===== config.mk =====
export PLATFORM = sky130hd
export DESIGN_NAME = fifo_fill_ctrl
export DESIGN_NICKNAME = d
export VERILOG_FILES = /design/src/rtl/fifo_fill_pkg.sv /design/src/rtl/fifo_fill_datagen.sv /design/src/rtl/fifo_fill_ctrl.sv
export SDC_FILE = /design/constraint.sdc
export NUM_CORES = 1
export LEC_CHECK = 0
export CAP_MARGIN = 20
export CORE_MARGIN = 5
export CORE_UTILIZATION = 49
export CTS_BUF_LIST = sky130_fd_sc_hd__clkbuf_8
export DETAILED_ROUTE_END_ITERATION = 8
export GPL_ROUTABILITY_DRIVEN = 0
export PLACE_DENSITY = 0.9
export SYNTH_ARGS = -nofsm -noshare
export SYNTH_HDL_FRONTEND = slang
export SYNTH_SLANG_ARGS = --single-unit

===== constraint.sdc =====
create_clock -name clk -period 2.15 [get_ports clk]
set_input_delay 0.3225 -clock clk [delete_from_list [all_inputs] [get_ports clk]]
set_output_delay 0.3225 -clock clk [all_outputs]
set_load 0.02 [all_outputs]

===== src/rtl/fifo_fill_pkg.sv =====
// Shared definitions for the FIFO fill controller: FSM state encoding,
// generator mode encodings and the LFSR tap constants.
package fifo_fill_pkg;

   typedef enum logic [1:0] {
      IDLE = 2'd0,
      FILL = 2'd1,
      HOLD = 2'd2
   } state_t;

   // Generator mode encodings; MODE_RSVD falls back to the constant pattern.
   localparam logic [1:0] MODE_CONST = 2'd0;
   localparam logic [1:0] MODE_INC   = 2'd1;
   localparam logic [1:0] MODE_LFSR  = 2'd2;
   localparam logic [1:0] MODE_RSVD  = 2'd3;

   // Fibonacci feedback masks (bit i set = stage i+1 tapped), maximal length.
   localparam logic [7:0]  LFSR_TAPS_8  = 8'hB8;          // x^8+x^6+x^5+x^4+1
   localparam logic [15:0] LFSR_TAPS_16 = 16'hB400;       // x^16+x^14+x^13+x^11+1
   localparam logic [31:0] LFSR_TAPS_32 = 32'h8020_0003;  // x^32+x^22+x^2+x+1

   function automatic logic [31:0] lfsr_taps(input int unsigned width);
      case (width)
         8:       return {24'd0, LFSR_TAPS_8};
         16:      return {16'd0, LFSR_TAPS_16};
         32:      return LFSR_TAPS_32;
         default: return 32'd0;
      endcase
   endfunction

   function automatic logic lfsr_width_ok(input int unsigned width);
      return (width == 8) || (width == 16) || (width == 32);
   endfunction

endpackage


===== src/rtl/fifo_fill_datagen.sv =====
// Write-data generator for the FIFO fill controller. Holds the gen register
// and selects between the constant pattern, an incrementing count and (when
// FIFO_FILL_LFSR_EN is defined) a Fibonacci LFSR. gen only moves on accepted
// writes and is reloaded with the seed on reset or clear.
module fifo_fill_datagen
   import fifo_fill_pkg::*;
#(
   parameter int         DATA_W  = 8,
   parameter logic [7:0] PATTERN = 8'hAA
) (
   input  logic              clk,
   input  logic              rst_n,
   input  logic              clear,
   input  logic              advance,
   input  logic [1:0]        mode,
   output logic [DATA_W-1:0] data
);

   localparam logic [DATA_W-1:0] SEED = DATA_W'(PATTERN);

   logic [DATA_W-1:0] gen;
   logic [DATA_W-1:0] gen_next;

`ifdef FIFO_FILL_LFSR_EN
   generate
      if (!lfsr_width_ok(DATA_W)) begin : g_bad_lfsr_width
         $error("fifo_fill_datagen: LFSR supports DATA_W of 8, 16 or 32 only");
      end
   endgenerate

   localparam logic [DATA_W-1:0] TAPS = DATA_W'(lfsr_taps(DATA_W));

   // An all-zero register would lock the LFSR, so zero is read as 1.
   logic [DATA_W-1:0] lfsr_cur;
   assign lfsr_cur = (gen == '0) ? DATA_W'(1) : gen;

   function automatic logic [DATA_W-1:0] lfsr_step(input logic [DATA_W-1:0] cur);
      return {cur[DATA_W-2:0], ^(cur & TAPS)};
   endfunction
`endif

   // Mode mux: output word for this cycle and the value gen takes on a write.
   always_comb begin
      data     = SEED;
      gen_next = gen;
      case (mode)
         MODE_INC: begin
            data     = gen;
            gen_next = gen + DATA_W'(1);
         end
`ifdef FIFO_FILL_LFSR_EN
         MODE_LFSR: begin
            data     = lfsr_cur;
            gen_next = lfsr_step(lfsr_cur);
         end
`endif
         default: begin
            data     = SEED;
            gen_next = gen;
         end
      endcase
   end

   // gen register: seed on reset/clear, step only when a write is accepted.
   always_ff @(posedge clk) begin
      if (!rst_n || clear) begin
         gen <= SEED;
      end else if (advance) begin
         gen <= gen_next;
      end
   end

endmodule


===== src/rtl/fifo_fill_ctrl.sv =====
// Producer-side FIFO fill controller with hysteresis. Writes generated data
// while the FIFO is below hi_mark, pauses until it drains to lo_mark, counts
// accepted writes and flags lo_mark >= hi_mark as a configuration error.
// Optional LFSR data mode is enabled by defining FIFO_FILL_LFSR_EN.
module fifo_fill_ctrl
   import fifo_fill_pkg::*;
#(
   parameter int         DATA_W  = 8,
   parameter int         COUNT_W = 4,
   parameter logic [7:0] PATTERN = 8'hAA,
   parameter int         WCNT_W  = 16
) (
   input  logic               clk,
   input  logic               rst_n,
   input  logic               enable,
   input  logic [1:0]         mode,
   input  logic [COUNT_W-1:0] hi_mark,
   input  logic [COUNT_W-1:0] lo_mark,
   input  logic [COUNT_W-1:0] fifo_words,
   input  logic               fifo_full,
   output logic               wr_en,
   output logic [DATA_W-1:0]  fifo_data,
   output logic [WCNT_W-1:0]  wr_count,
   output logic               busy,
   output logic               cfg_err
);

   state_t state;
   logic   force_idle;

   // Illegal marks would make the hysteresis band empty or inverted.
   assign cfg_err    = (lo_mark >= hi_mark);
   assign force_idle = !enable || cfg_err;

   assign busy  = (state == FILL);
   assign wr_en = (state == FILL) && !fifo_full;

   // Hysteresis FSM: fill up to hi_mark, hold until drained to lo_mark.
   always_ff @(posedge clk) begin
      if (!rst_n) begin
         state <= IDLE;
      end else if (force_idle) begin
         state <= IDLE;
      end else begin
         case (state)
            IDLE:    state <= (fifo_words < hi_mark) ? FILL : HOLD;
            FILL:    if (fifo_words >= hi_mark) state <= HOLD;
            HOLD:    if (fifo_words <= lo_mark) state <= FILL;
            default: state <= IDLE;
         endcase
      end
   end

   // Statistics: accepted writes since reset, wrapping; enable does not clear it.
   always_ff @(posedge clk) begin
      if (!rst_n) begin
         wr_count <= '0;
      end else if (wr_en) begin
         wr_count <= wr_count + WCNT_W'(1);
      end
   end

   // Every path into IDLE passes through force_idle, so it doubles as the reseed.
   fifo_fill_datagen #(
      .DATA_W  (DATA_W),
      .PATTERN (PATTERN)
   ) u_datagen (
      .clk     (clk),
      .rst_n   (rst_n),
      .clear   (force_idle),
      .advance (wr_en),
      .mode    (mode),
      .data    (fifo_data)
   );

endmodule


**Yosys cells after proc, flatten, opt, wreduce, memory -nomap -nowiden**

Index checks and enable logic that the tools add are counted.

- Logic and storage cells: 30
- Output and inout bits: 27
- Register bits: 26
- Input port bits: 18

- Add/sub/neg operators: 2
- Equality and inequality tests: 5
- Bitwise gates (word level): 1
- Magnitude comparators: 4
- Muxes and demuxes: 5
- Reductions and logical operators: 10

Operators by type and width:

| cell | count |
|---|---|
| adder 16 x 1 -> 16 bit, second input constant | 1 |
| adder 8 x 1 -> 8 bit, second input constant | 1 |
| greater-or-equal comparator 4 bit | 2 |
| 2-to-1 mux 8 bit | 1 |
| 2-to-1 mux 2 bit | 3 |
| case mux 2 bit (3 select lines) | 1 |
| == test 2 x 1 -> 1 bit, second input constant | 2 |
| <= comparator 4 bit | 1 |
| < comparator 4 bit | 1 |
| AND reduction 2 bit | 2 |
| logical NOT 1 bit | 3 |
| == test 2 bit, second input constant | 1 |
| logical NOT 2 bit | 1 |
| logical OR 1 bit | 2 |
| inequality test 2 x 1 -> 1 bit, second input constant | 1 |
| inequality test 2 bit, second input constant | 1 |
| OR reduction 2 bit | 1 |
| logical AND 1 bit | 1 |
| inverter 1 bit | 1 |

**Logic depth before layout (Yosys ltp)**

- Depth in word-level cells: 3
- Gate-level depth with buffers: 7
- Depth with buffers taken out: 7

**By module**

A second synthesis with hierarchy kept.

- Cells, all modules: 187
- Area total of the unflattened synthesis: 1581.5 um2

By module, submodules not included:

| module | sequential area each (um2) | cells an instance | instances | area each (um2) |
|---|---|---|---|---|
| fifo_fill_ctrl | 360.3 | 135 | 1 | 1143.6 |
| fifo_fill_datagen | 160.2 | 52 | 1 | 437.9 |

**Worst setup path before layout**

No wires, ideal clock.

- Path kind: input -> register
- From: input port lo_mark[0]
- To: register u_datagen.gen[1]
- Arrival: 1509 ps
- Path buffers: 0
- Library setup time: 134 ps
- Setup slack: 507 ps
- Required time: 2016 ps
- Cell stages on the path: 7
- Path through: inv_1 -> ha_1 -> nand2b_1 -> a21o_1 -> a21o_1 -> a211oi_1 -> nand2_1

- Word-level cells in the longest chain between the ends: 3

RTL lines:

| element | line | text |
|---|---|---|
| start, declared | fifo_fill_ctrl.sv:18 | `input logic [COUNT_W-1:0] lo_mark,` |
| greater-or-equal comparator 4 bit | fifo_fill_ctrl.sv:32 | `assign cfg_err = (lo_mark >= hi_mark);` |
| logical OR 1 bit | fifo_fill_ctrl.sv:33 | `assign force_idle = !enable \|\| cfg_err;` |
| logical OR 1 bit | fifo_fill_datagen.sv:66 | `if (!rst_n \|\| clear) begin` |
| end signal, assigned | fifo_fill_datagen.sv:69 | `gen <= gen_next;` |
| end, declared | fifo_fill_datagen.sv:21 | `logic [DATA_W-1:0] gen;` |

No other way between the ends.
A chain may end at the register's enable or synchronous reset.

**Worst setup path after layout**

- From: input port hi_mark[1]
- To: output port cfg_err

- Word-level cells in the longest chain between the ends: 1

RTL lines:

| element | line | text |
|---|---|---|
| start, declared | fifo_fill_ctrl.sv:17 | `input logic [COUNT_W-1:0] hi_mark,` |
| greater-or-equal comparator 4 bit | fifo_fill_ctrl.sv:32 |  |
| end, declared | fifo_fill_ctrl.sv:25 | `output logic cfg_err` |

No other way between the ends.

==> out/metrics.yaml <==
detailed_routing:
  ant_nets: 0
  drt-initial-drc-count: 57
  num_vias: 1370
  post-route-drc-count: 0
  wl_um: 3320
  routedWlPerCell_um: 12.3
  dr.pass1.iters: 4
  vias_per_cell: 5.09
layout:
  antenna_cells: 0
  final_common_cell: "clkdlybuf4s50_1"
  fin_nets: 259
  stdcell_count: 269
  final_cell_mix: "37 x clkdlybuf4s50_1, 26 x dfxtp_1, 17 x and2_1"
  drive_gt1_share_pct: 11.6
  nFillCells: 257
  syn_to_final_growth_pct: 38.0
logic_synthesis:
  ys_types: 37
  synthCells: 169
  ys.flop_type: "dfxtp_1"
  synth_area_sq_um: 1570
  synth-seq-area-share_pct: 33.3
  synth_nets: 201
  async_flop_share_pct: 0
  ys_seq_elements: 26
  yosysWarnings: 0
  syn_avg_cell_area_sq_um: 9.26
  synth_edf_count: 0
critical_path:
  reg2reg_to: "wr_count[11]"
  critPathRequiredTime_ns: 1.83
  startpoint: "hi_mark[1]"
  crit_path_frequent_cell: "a21o_1"
  critical_path.max_fanout: 2
  critPathMaxStageDelay_ns: 0.45
  r2r_start: "state[1]"
  arrival_ns: 1.77
  path_cells: "clkdlybuf4s50_1, inv_1, ha_1, a21o_1, a21o_1, a21o_1, buf_4"
  r2r_setup_slack_ns: 0.63
  r2r_cells: 5
  critical_path_class: "input port to primary output"
  start_kind: "input port"
  cp-end-kind: "primary output"
  endpoint: "cfg_err"
  cpMaxStageDelayCell: "clkdlybuf4s50_1"
place:
  hpwl_um: 2700
  dpl.cell_count: 266
  io_buffers: 44
global_routing:
  grt_first_pass_wirelength_um: 5980
  antenna_found_initial: 0
  grt_usage_pct: 16.8
  grt_remaining_overflow: 0
  grt_start_max_net_pins: 18
  grt_pass1_vias: 1464
power_and_ir_drop:
  power_mw: 0.892
  vdd_drop_max_mv: 0.265
  power_density_nw_per_um2: 413
  leakagePower_nw: 0.919
sta:
  worst_pin_slew_ns: 0.262
  finalCriticalPeriod_ns: 2.09
  post-route-period-util_pct: 97.3
  hold_viol: 0
  slew_violations: 0
  fmax_ghz: 0.478
  setup_viol: 0
  skew_ns: 0.00564
  rsz0062_at_grt: "false"
  slew_headroom_pct: 82.4
clock_network:
  cts_buffers: 3
  clk_latency_ns: 0.26
  clockBufferDepth: 2
  cts_root_buffer: "clkbuf_8"
  postCtsSetupRepairBufs: 0
  cts_tree: "built"
  path_clk_slew_ns: 0.08
  cts_num_sinks: 26
  htree_levels: 1
floorplanning:
  core-area_sq_um: 3050
  dieArea_sq_um: 4420
  die_w_um: 66.5
  fp-row-count: 20
  fp.dieH_um: 66.5
  start_util_pct: 51.3
  ios: 45
flow_run:
  max_cap_violations: 0
hold_path:
  hp-class: "flip-flop to flip-flop"
run_status:
  status: "finished, final reports clean"
[metal layers]
| metal | wire [um] | vias up | share of wire (%) | GRT usage, % |
|---|---|---|---|---|
| met5 | 0 | - | 0 | 0 |
| met4 | 8 | 0 | 0.24 | 3.55 |
| met3 | 178 | 2 | 5.4 | 2.87 |
| met2 | 1600 | 36 | 48 | 29.7 |
| met1 | 1530 | 637 | 46 | 21.1 |
| li1 | - | 695 | - | - |
[cells by family after synthesis]
kind of cell,count (synthesis),share of synthesized area (%)
AO/OA/AOI/OAI,18,7.67
multiplexers,3,1.92
adder cells (fa/ha/maj),14,11.2
XOR/XNOR,19,10.6
AND/OR/NAND/NOR,78,32.2
flip-flops,26,33.3
buffers and inverters,11,3.12
[final cells by class]
type | instances | area, sq um | area share [%]
Clock buffer | 3 | 41.3 | 1.91
Inverter | 9 | 33.8 | 1.56
Multi-Input combinational cell | 132 | 996 | 46.1
Sequential cell | 26 | 520 | 24.1
Tap cell | 44 | 55.1 | 2.55
Timing Repair Buffer | 55 | 513 | 23.8
[cells in the mapped netlist, types with 2 or more instances]
master | n | area [sq um]
a21o_1 | 4 | 30.0
a21oi_1 | 5 | 25.0
and2_1 | 17 | 106
and3_1 | 4 | 25.0
and3_2 | 2 | 15.0
dfxtp_1 | 26 | 521
ha_1 | 14 | 175
inv_1 | 9 | 33.8
mux2i_1 | 3 | 30.0
nand2_1 | 15 | 56.3
nand2b_1 | 6 | 37.5
nand3_1 | 5 | 25.0
nand3_4 | 2 | 35.0
nand3b_1 | 2 | 15.0
nand4_1 | 6 | 37.5
nor2_1 | 5 | 18.8
nor2b_1 | 4 | 25.0
o211ai_1 | 2 | 15.0
o21ai_0 | 2 | 10.0
or3_1 | 2 | 12.5
xnor2_1 | 10 | 87.6
xor2_1 | 9 | 78.8
[through the flow]
stage	area, sq um	setup slack (ns)	TNS, ns	utilization [%]	hold WS, ns
5_1_grt	2160	0.00540	0	70.7	0.535
3_3_place_gp	2130	-0.455	-1.60	69.7	0.465
2_1_floorplan	1570	0.507	0	-	0.444
4_1_cts	2160	0.0445	0	70.7	0.501
6_report	2160	0.0585	0	70.7	0.497
3_5_place_dp	2130	-0.482	-1.96	69.7	0.487
[flip-flops by register name (all words and copies together), names as in the netlist]
signal         cells
state              2
u_datagen.gen      8
wr_count          16
[worst max-delay path: cells and delay by family]
kind	cells	cell delay, ns
buf+inv	3	0.65
compound gates	3	0.50
fa+ha+maj	1	0.28
[power by group]
part | internal (mW) | switching [mW] | total [mW]
clock | 0.125 | 0.133 | 0.258
combinational | 0.0832 | 0.0625 | 0.146
sequential | 0.484 | 0.00425 | 0.488
[timing repair]
action,in CTS,in global routing
endpoints found under the setup margin,5,0
gates resized for setup,11,0
hold buffers,0,0
[worst min-delay path by stage]
stage | start | end | slack, ns | cells after the start
final | wr_count[14] | wr_count[14] | 0.50 | 2
after global routing | u_datagen.gen[7] | u_datagen.gen[7] | 0.54 | 2
after CTS | wr_count[14] | wr_count[14] | 0.50 | 2
after detailed placement | u_datagen.gen[7] | u_datagen.gen[7] | 0.49 | 2
after global placement | u_datagen.gen[7] | u_datagen.gen[7] | 0.46 | 2
after floorplan | rst_n | wr_count[2] | 0.44 | 1
Power figures use the tool's default switching activity.
